**src/rtl/operand_fetch_if.sv**
```systemverilog
// Bundle between operand_fetch and its neighbours: decode issue, register-bank
// read ports, writeback snoop and the downstream operand handshake.
interface operand_fetch_if #(
  parameter int NUMREGS   = 32,
  parameter int DATAWIDTH = 32
);
  localparam int AW = $clog2(NUMREGS);

  logic                 issue_valid_i;
  logic                 issue_ready_o;
  logic [AW-1:0]        rs1_i;
  logic [AW-1:0]        rs2_i;
  logic                 use_rs1_i;
  logic                 use_rs2_i;
  logic [AW-1:0]        rd_i;
  logic                 rd_we_i;

  logic                 re_a_o;
  logic                 re_b_o;
  logic [AW-1:0]        raddr_a_o;
  logic [AW-1:0]        raddr_b_o;
  logic [DATAWIDTH-1:0] rdata_a_i;
  logic [DATAWIDTH-1:0] rdata_b_i;

  logic                 wb_valid_i;
  logic [AW-1:0]        wb_addr_i;

  logic                 op_valid_o;
  logic                 op_ready_i;
  logic [DATAWIDTH-1:0] op_a_o;
  logic [DATAWIDTH-1:0] op_b_o;
  logic [AW-1:0]        op_rd_o;
  logic                 op_rd_we_o;

  modport slave (
    input  issue_valid_i, rs1_i, rs2_i, use_rs1_i, use_rs2_i, rd_i, rd_we_i,
    output issue_ready_o,
    output re_a_o, re_b_o, raddr_a_o, raddr_b_o,
    input  rdata_a_i, rdata_b_i,
    input  wb_valid_i, wb_addr_i,
    output op_valid_o, op_a_o, op_b_o, op_rd_o, op_rd_we_o,
    input  op_ready_i
  );

  modport master (
    output issue_valid_i, rs1_i, rs2_i, use_rs1_i, use_rs2_i, rd_i, rd_we_i,
    input  issue_ready_o,
    input  re_a_o, re_b_o, raddr_a_o, raddr_b_o,
    output rdata_a_i, rdata_b_i,
    output wb_valid_i, wb_addr_i,
    input  op_valid_o, op_a_o, op_b_o, op_rd_o, op_rd_we_o,
    output op_ready_i
  );
endinterface

```
**src/rtl/operand_fetch.sv**
```systemverilog
// Operand fetch stage: scoreboards pending destination writes, stalls on RAW
// hazards, reads the register bank and hands operands to execute.
module operand_fetch #(
  parameter int NUMREGS   = 32,
  parameter int DATAWIDTH = 32
) (
  input  logic             clk_i,
  input  logic             rst_ni,
  operand_fetch_if.slave   bus
);
  localparam int AW = $clog2(NUMREGS);

  typedef enum logic [1:0] {
    IDLE  = 2'd0,
    CHECK = 2'd1,
    DATA  = 2'd2,
    OUT   = 2'd3
  } state_t;

  state_t state_q, state_d;

  logic [AW-1:0]        rs1_q, rs2_q, rd_q;
  logic                 use_rs1_q, use_rs2_q, rd_we_q;
  logic [NUMREGS-1:0]   busy_q, busy_d;
  logic [DATAWIDTH-1:0] op_a_q, op_b_q;
  logic [AW-1:0]        op_rd_q;
  logic                 op_rd_we_q;

  logic                 ready;
  logic                 latch_en;
  logic                 capture_en;
  logic                 go;
  logic                 re_a, re_b;
  logic [AW-1:0]        raddr_a, raddr_b;
  logic                 hazard_a, hazard_b, hazard;
  logic                 rs1_live, rs2_live;

  assign rs1_live = use_rs1_q && (rs1_q != '0);
  assign rs2_live = use_rs2_q && (rs2_q != '0);

  // A writeback landing this cycle clears the hazard: the bank forwards
  // same-cycle writes onto its read ports.
  assign hazard_a = rs1_live && busy_q[rs1_q] &&
                    !(bus.wb_valid_i && (bus.wb_addr_i == rs1_q));
  assign hazard_b = rs2_live && busy_q[rs2_q] &&
                    !(bus.wb_valid_i && (bus.wb_addr_i == rs2_q));
  assign hazard   = hazard_a || hazard_b;

  always_ff @(posedge clk_i or negedge rst_ni) begin
    if (!rst_ni) state_q <= IDLE;
    else         state_q <= state_d;
  end

  always_comb begin
    state_d    = state_q;
    ready      = 1'b0;
    latch_en   = 1'b0;
    capture_en = 1'b0;
    go         = 1'b0;
    re_a       = 1'b0;
    re_b       = 1'b0;
    raddr_a    = '0;
    raddr_b    = '0;
    unique case (state_q)
      IDLE: begin
        ready = 1'b1;
        if (bus.issue_valid_i) begin
          latch_en = 1'b1;
          state_d  = CHECK;
        end
      end
      CHECK: begin
        if (!hazard) begin
          go      = 1'b1;
          re_a    = use_rs1_q;
          raddr_a = rs1_q;
          re_b    = use_rs2_q;
          raddr_b = rs2_q;
          state_d = DATA;
        end
      end
      DATA: begin
        capture_en = 1'b1;
        state_d    = OUT;
      end
      OUT: begin
        if (bus.op_ready_i) state_d = IDLE;
      end
      default: state_d = IDLE;
    endcase
  end

  always_ff @(posedge clk_i or negedge rst_ni) begin
    if (!rst_ni) begin
      rs1_q     <= '0;
      rs2_q     <= '0;
      rd_q      <= '0;
      use_rs1_q <= 1'b0;
      use_rs2_q <= 1'b0;
      rd_we_q   <= 1'b0;
    end else if (latch_en) begin
      rs1_q     <= bus.rs1_i;
      rs2_q     <= bus.rs2_i;
      rd_q      <= bus.rd_i;
      use_rs1_q <= bus.use_rs1_i;
      use_rs2_q <= bus.use_rs2_i;
      rd_we_q   <= bus.rd_we_i;
    end
  end

  // Set is applied after clear so a same-cycle set/clear leaves the bit set;
  // the hazard above reads busy_q, i.e. before this instruction's own set.
  always_comb begin
    busy_d = busy_q;
    if (bus.wb_valid_i) busy_d[bus.wb_addr_i] = 1'b0;
    if (go && rd_we_q && (rd_q != '0)) busy_d[rd_q] = 1'b1;
    busy_d[0] = 1'b0;
  end

  always_ff @(posedge clk_i or negedge rst_ni) begin
    if (!rst_ni) busy_q <= '0;
    else         busy_q <= busy_d;
  end

  always_ff @(posedge clk_i or negedge rst_ni) begin
    if (!rst_ni) begin
      op_a_q     <= '0;
      op_b_q     <= '0;
      op_rd_q    <= '0;
      op_rd_we_q <= 1'b0;
    end else if (capture_en) begin
      op_a_q     <= rs1_live ? bus.rdata_a_i : '0;
      op_b_q     <= rs2_live ? bus.rdata_b_i : '0;
      op_rd_q    <= rd_q;
      op_rd_we_q <= rd_we_q;
    end
  end

  assign bus.issue_ready_o = ready && rst_ni;
  assign bus.re_a_o        = re_a;
  assign bus.re_b_o        = re_b;
  assign bus.raddr_a_o     = raddr_a;
  assign bus.raddr_b_o     = raddr_b;
  assign bus.op_valid_o    = (state_q == OUT);
  assign bus.op_a_o        = op_a_q;
  assign bus.op_b_o        = op_b_q;
  assign bus.op_rd_o       = op_rd_q;
  assign bus.op_rd_we_o    = op_rd_we_q;

endmodule

```
**src/flat_wrapper.sv**
```systemverilog
// flat-port wrapper written by rule: the top's interface ports become plain ports
module operand_fetch_flat 
#(
  parameter int NUMREGS   = 32,
  parameter int DATAWIDTH = 32
)
  (clk_i, rst_ni, bus_issue_valid_i, bus_rs1_i, bus_rs2_i, bus_use_rs1_i, bus_use_rs2_i, bus_rd_i, bus_rd_we_i, bus_issue_ready_o, bus_re_a_o, bus_re_b_o, bus_raddr_a_o, bus_raddr_b_o, bus_rdata_a_i, bus_rdata_b_i, bus_wb_valid_i, bus_wb_addr_i, bus_op_valid_o, bus_op_a_o, bus_op_b_o, bus_op_rd_o, bus_op_rd_we_o, bus_op_ready_i);
  operand_fetch_if #(.NUMREGS(NUMREGS), .DATAWIDTH(DATAWIDTH)) bus_i ();
  input  logic clk_i;
  input  logic rst_ni;
  input wire logic [$bits(bus_i.issue_valid_i)-1:0] bus_issue_valid_i;
  input wire logic [$bits(bus_i.rs1_i)-1:0] bus_rs1_i;
  input wire logic [$bits(bus_i.rs2_i)-1:0] bus_rs2_i;
  input wire logic [$bits(bus_i.use_rs1_i)-1:0] bus_use_rs1_i;
  input wire logic [$bits(bus_i.use_rs2_i)-1:0] bus_use_rs2_i;
  input wire logic [$bits(bus_i.rd_i)-1:0] bus_rd_i;
  input wire logic [$bits(bus_i.rd_we_i)-1:0] bus_rd_we_i;
  output wire logic [$bits(bus_i.issue_ready_o)-1:0] bus_issue_ready_o;
  output wire logic [$bits(bus_i.re_a_o)-1:0] bus_re_a_o;
  output wire logic [$bits(bus_i.re_b_o)-1:0] bus_re_b_o;
  output wire logic [$bits(bus_i.raddr_a_o)-1:0] bus_raddr_a_o;
  output wire logic [$bits(bus_i.raddr_b_o)-1:0] bus_raddr_b_o;
  input wire logic [$bits(bus_i.rdata_a_i)-1:0] bus_rdata_a_i;
  input wire logic [$bits(bus_i.rdata_b_i)-1:0] bus_rdata_b_i;
  input wire logic [$bits(bus_i.wb_valid_i)-1:0] bus_wb_valid_i;
  input wire logic [$bits(bus_i.wb_addr_i)-1:0] bus_wb_addr_i;
  output wire logic [$bits(bus_i.op_valid_o)-1:0] bus_op_valid_o;
  output wire logic [$bits(bus_i.op_a_o)-1:0] bus_op_a_o;
  output wire logic [$bits(bus_i.op_b_o)-1:0] bus_op_b_o;
  output wire logic [$bits(bus_i.op_rd_o)-1:0] bus_op_rd_o;
  output wire logic [$bits(bus_i.op_rd_we_o)-1:0] bus_op_rd_we_o;
  input wire logic [$bits(bus_i.op_ready_i)-1:0] bus_op_ready_i;
  assign bus_i.issue_valid_i = bus_issue_valid_i;
  assign bus_i.rs1_i = bus_rs1_i;
  assign bus_i.rs2_i = bus_rs2_i;
  assign bus_i.use_rs1_i = bus_use_rs1_i;
  assign bus_i.use_rs2_i = bus_use_rs2_i;
  assign bus_i.rd_i = bus_rd_i;
  assign bus_i.rd_we_i = bus_rd_we_i;
  assign bus_issue_ready_o = bus_i.issue_ready_o;
  assign bus_re_a_o = bus_i.re_a_o;
  assign bus_re_b_o = bus_i.re_b_o;
  assign bus_raddr_a_o = bus_i.raddr_a_o;
  assign bus_raddr_b_o = bus_i.raddr_b_o;
  assign bus_i.rdata_a_i = bus_rdata_a_i;
  assign bus_i.rdata_b_i = bus_rdata_b_i;
  assign bus_i.wb_valid_i = bus_wb_valid_i;
  assign bus_i.wb_addr_i = bus_wb_addr_i;
  assign bus_op_valid_o = bus_i.op_valid_o;
  assign bus_op_a_o = bus_i.op_a_o;
  assign bus_op_b_o = bus_i.op_b_o;
  assign bus_op_rd_o = bus_i.op_rd_o;
  assign bus_op_rd_we_o = bus_i.op_rd_we_o;
  assign bus_i.op_ready_i = bus_op_ready_i;
  operand_fetch #(.NUMREGS(NUMREGS), .DATAWIDTH(DATAWIDTH)) u_core (.clk_i(clk_i), .rst_ni(rst_ni), .bus(bus_i));
endmodule
```
**config.mk**
```make
export PLATFORM = sky130hd
export DESIGN_NAME = operand_fetch_flat
export DESIGN_NICKNAME = d
export VERILOG_FILES = /design/src/rtl/operand_fetch_if.sv /design/src/rtl/operand_fetch.sv /design/src/flat_wrapper.sv
export SDC_FILE = /design/constraint.sdc
export NUM_CORES = 1
export LEC_CHECK = 0
export CAP_MARGIN = 10
export CORE_MARGIN = 5
export CORE_UTILIZATION = 47
export CTS_CLUSTER_DIAMETER = 60
export DETAILED_ROUTE_END_ITERATION = 16
export HOLD_SLACK_MARGIN = 0.03
export PLACE_DENSITY = 0.77
export RECOVER_POWER = 25
export SETUP_SLACK_MARGIN = 0.05
export SLEW_MARGIN = 10
export SYNTH_ARGS = -nofsm -noshare
export SYNTH_HDL_FRONTEND = slang
export SYNTH_SLANG_ARGS = --single-unit
```
**constraint.sdc**
```tcl
create_clock -name clk_i -period 3.5 [get_ports clk_i]
set_input_delay 0.35 -clock clk_i [delete_from_list [all_inputs] [get_ports clk_i]]
set_output_delay 0.35 -clock clk_i [all_outputs]
set_load 0.03 [all_outputs]
```
==> impl_metrics.env <==
export IMPL_die_h_um=121
export IMPL_period_needed_ps=3220
export IMPL_muxShareOfSynthArea=0.113
export IMPL_num_vias=5075
export IMPL_cts_sinks=121
export IMPL_rows=40
export IMPL_cts_setup_buffers=0
export IMPL_synth_seq_area_share=0.518
export IMPL_endpoint_kind="primary output"
export IMPL_overflow=0
export IMPL_placed_area_um2=7710
export IMPL_cts_path_max_buffers=2
export IMPL_synth_compound_area_frac=0.141
export IMPL_yosys_area_share_simple=0.125
export IMPL_io_buffers=175
export IMPL_synth_edff_count=0
export IMPL_synth_area_top_cells="dfrtp_1 (52%), nand2_1 (5.5%), inv_1 (5.0%), mux2_2 (5.0%), mux4_2 (3.9%)"
export IMPL_numCtsBuffers=17
export IMPL_worstSetupPathDepth=7
export IMPL_slew_headroom=-0.206
export IMPL_grt_pass1_wl_um=27800
export IMPL_ir_drop_mv=0.601
export IMPL_yosys_warnings=0
export IMPL_worst_pin_slew_ps=1810
export IMPL_nets=846
export IMPL_drc=0
export IMPL_die_x_um=121
export IMPL_path_cells="mux4_2 > a2111oi_0 > a31o_2 > o22ai_2 > nor2_1 > and2_1 > buf_4"
export IMPL_post_place_ws_ps=348
export IMPL_avgRoutedWirePerCell_um=19.2
export IMPL_yosysMostFrequentCell="dfrtp_1"
export IMPL_fp_dieArea_um2=14800
export IMPL_fin_crit_sh=0.921
export IMPL_synth_xor_area_share=0.0150
export IMPL_setup_tns_ps=0
export IMPL_synth_common_cells="dfrtp_1 (121), nand2_1 (86), inv_1 (78)"
export IMPL_synth_adder_area_share=0.0107
export IMPL_routed_via_density=5.46
export IMPL_routed_wl_um=17800
export IMPL_design_area_um2=8330
export IMPL_status="finished, violations left"
export IMPL_start_util=0.482
export IMPL_cap_violations=1
export IMPL_synth_top_area_share=0.518
export IMPL_core_area_um2=12100
export IMPL_area_growth_pct=42.5
export IMPL_final_core_util=0.688
export IMPL_critPathMaxStageDelay_ps=530
export IMPL_setup_viol=0
export IMPL_clk_pin_slew_ps=50
export IMPL_hold_buffers=0
export IMPL_setup_slack_ps=278
export IMPL_root_buffer="clkbuf_16"
export IMPL_p_leak_nw=3.55
export IMPL_cp_top_family="compound AO/OA/AOI/OAI gates"
export IMPL_ios=176
export IMPL_first_pass_iters=5
export IMPL_cts_tree="yes"
export IMPL_drive_gt1_frac=0.126
export IMPL_grt_antenna_before_repair=0
export IMPL_critPathKind="reg2out"
export IMPL_hold_class="in2async"
export IMPL_synthDistinctLibCells=48
export IMPL_synthArstFlopShare=1.00
export IMPL_synth_seq_cells=121
export IMPL_synth_cell_area_um2=5840
export IMPL_htree_levels=4
export IMPL_synth_nets=683
export IMPL_dp_hpwl_um=12900
export IMPL_crit_fanout=10
export IMPL_violations="capacitance limit, slew limit"
export IMPL_yosysTopAreaCell="dfrtp_1"
export IMPL_arrival_ps=2870
export IMPL_track_usage=0.245
export IMPL_cp_required_ps=3150
export IMPL_rsz0062_at_grt="no"
export IMPL_whs_ps=129
export IMPL_cpMaxStageDelayCell="mux4_2"
export IMPL_first_global_vias=5172
export IMPL_powerDensity_nw_per_um2=1060
export IMPL_antenna_left=0
export IMPL_final_hold_viol_count=0
export IMPL_synth_top_family_by_area="compound AO/OA/AOI/OAI gates"
export IMPL_synth_cells=586
export IMPL_clock_skew_ps=9.23
export IMPL_syn_mean_instance_area_um2=9.97
export IMPL_drt_iter0_drc=529
export IMPL_max_clock_freq_ghz=0.310
export IMPL_instances_no_fill=930
export IMPL_antenna_cells=0
export IMPL_slew_violations=75
export IMPL_placedCellCount=898
export IMPL_fillCellCount=926
export IMPL_grt_max_degree=104
export IMPL_routabilityCongestion=0.916
export IMPL_startpoint_type="flop"
export IMPL_synth_flop_cell="dfrtp_1"
export IMPL_total_power_mw=8.80
export IMPL_cp_num_buf_inv=1
export IMPL_reg2reg_depth=7
export IMPL_insertion_delay_ps=410
## state kept, by name, indices dropped and copies added (netlist names)
| register | cells |
|---|---|
| u_core.rs1_q | 5 |
| u_core.busy_q | 31 |
| u_core.rd_q | 5 |
| u_core.bus.op_rd_o | 5 |
| u_core.bus.op_a_o | 32 |
| u_core.bus.op_rd_we_o | 1 |
| u_core.rd_we_q | 1 |
| u_core.use_rs2_q | 1 |
| u_core.rs2_q | 5 |
| u_core.state_q | 2 |
| u_core.use_rs1_q | 1 |
| u_core.bus.op_b_o | 32 |
## what timing repair did
action                     CTS  global route
gates cloned                 0             0
resized for setup            2             3
setup endpoints to repair    2             2
## routing by layer
metal / GRT usage / up-vias / part of all wire
met5: 0 / - / 0
met4: 0.0980 / 0 / 0.031
met3: 0.0681 / 44 / 0.076
met2: 0.410 / 257 / 0.51
li1: - / 2340 / -
met1: 0.299 / 2434 / 0.39
## power by group
part	internal (mW)	switching, mW
registers	2.07	0.715
logic	1.83	2.39
clock network	1.21	0.590
## layout make-up
type                    count  area [µm²]  share of cell area
well taps                 168         210              0.0252
clock buffers              25         505              0.0607
multi-input cells         347        2380               0.286
inverters                  78         293              0.0352
clock inverters             7         113              0.0135
repair buffers            184        1790               0.215
flip-flops and latches    121        3030               0.364
## cells by family after synthesis
logic type / count (synthesis)
and+or+nand+nor: 156
AOI/OAI and AO/OA: 126
DFF: 121
buffers and inverters: 118
muxes: 50
xor gates and xnor gates: 10
adders and majority gates: 5
## final timing paths
| check | startpoint | to | slack, ps |
|---|---|---|---|
| max in group asynchronous | rst_ni | u_core.bus.op_b_o[27] | 1200 |
| min | rst_ni | u_core.busy_q[30] | 130 |
| min reg2reg | u_core.bus.op_rd_o[0] | u_core.bus.op_rd_o[0] | 510 |
| min in group clk_i | bus_rdata_b_i[17] | u_core.bus.op_b_o[17] | 480 |
| max reg2reg | u_core.rs2_q[0] | u_core.busy_q[12] | 580 |
| max | u_core.rs2_q[0] | bus_raddr_b_o[2] | 280 |
## layout by cell type (no fill, tap or decap), drive strengths merged, types with 2 or more instances in the layout
cell type / netlist / routed
clkdlybuf4s50: 0 / 162
dfrtp: 121 / 121
nand2: 86 / 86
inv: 78 / 78
o21ai: 50 / 50
o22ai: 34 / 34
mux2: 27 / 27
clkbuf: 31 / 27
buf: 9 / 18
nor2: 14 / 14
a22o: 14 / 14
mux2i: 13 / 13
nand3: 11 / 11
and2: 11 / 11
o31ai: 11 / 11
mux4: 10 / 10
xor2: 8 / 8
nor3: 7 / 7
ha: 5 / 5
nand3b: 4 / 4
and3b: 4 / 4
nand4: 3 / 3
nor3b: 3 / 3
clkinv: 0 / 3
bufinv: 0 / 3
xnor2: 2 / 2
nor4: 2 / 2
or4: 2 / 2
a31oi: 2 / 2
a221oi: 2 / 2
nor2b: 2 / 2
o41ai: 2 / 2
or3b: 2 / 2
nand2b: 2 / 2
o2bb2ai: 2 / 2
dlymetal6s2s: 0 / 2
a21oi: 2 / 2
## worst register-to-register path, cell delays in order, from the launching register on
cell and delay [ps]:
dfrtp_2 500, mux4_2 530, a2111oi_0 400, a31o_2 180, o22ai_2 110, buf_4 220, or4_1 670, o2bb2ai_1 230
Power figures use the tool's default switching activity.
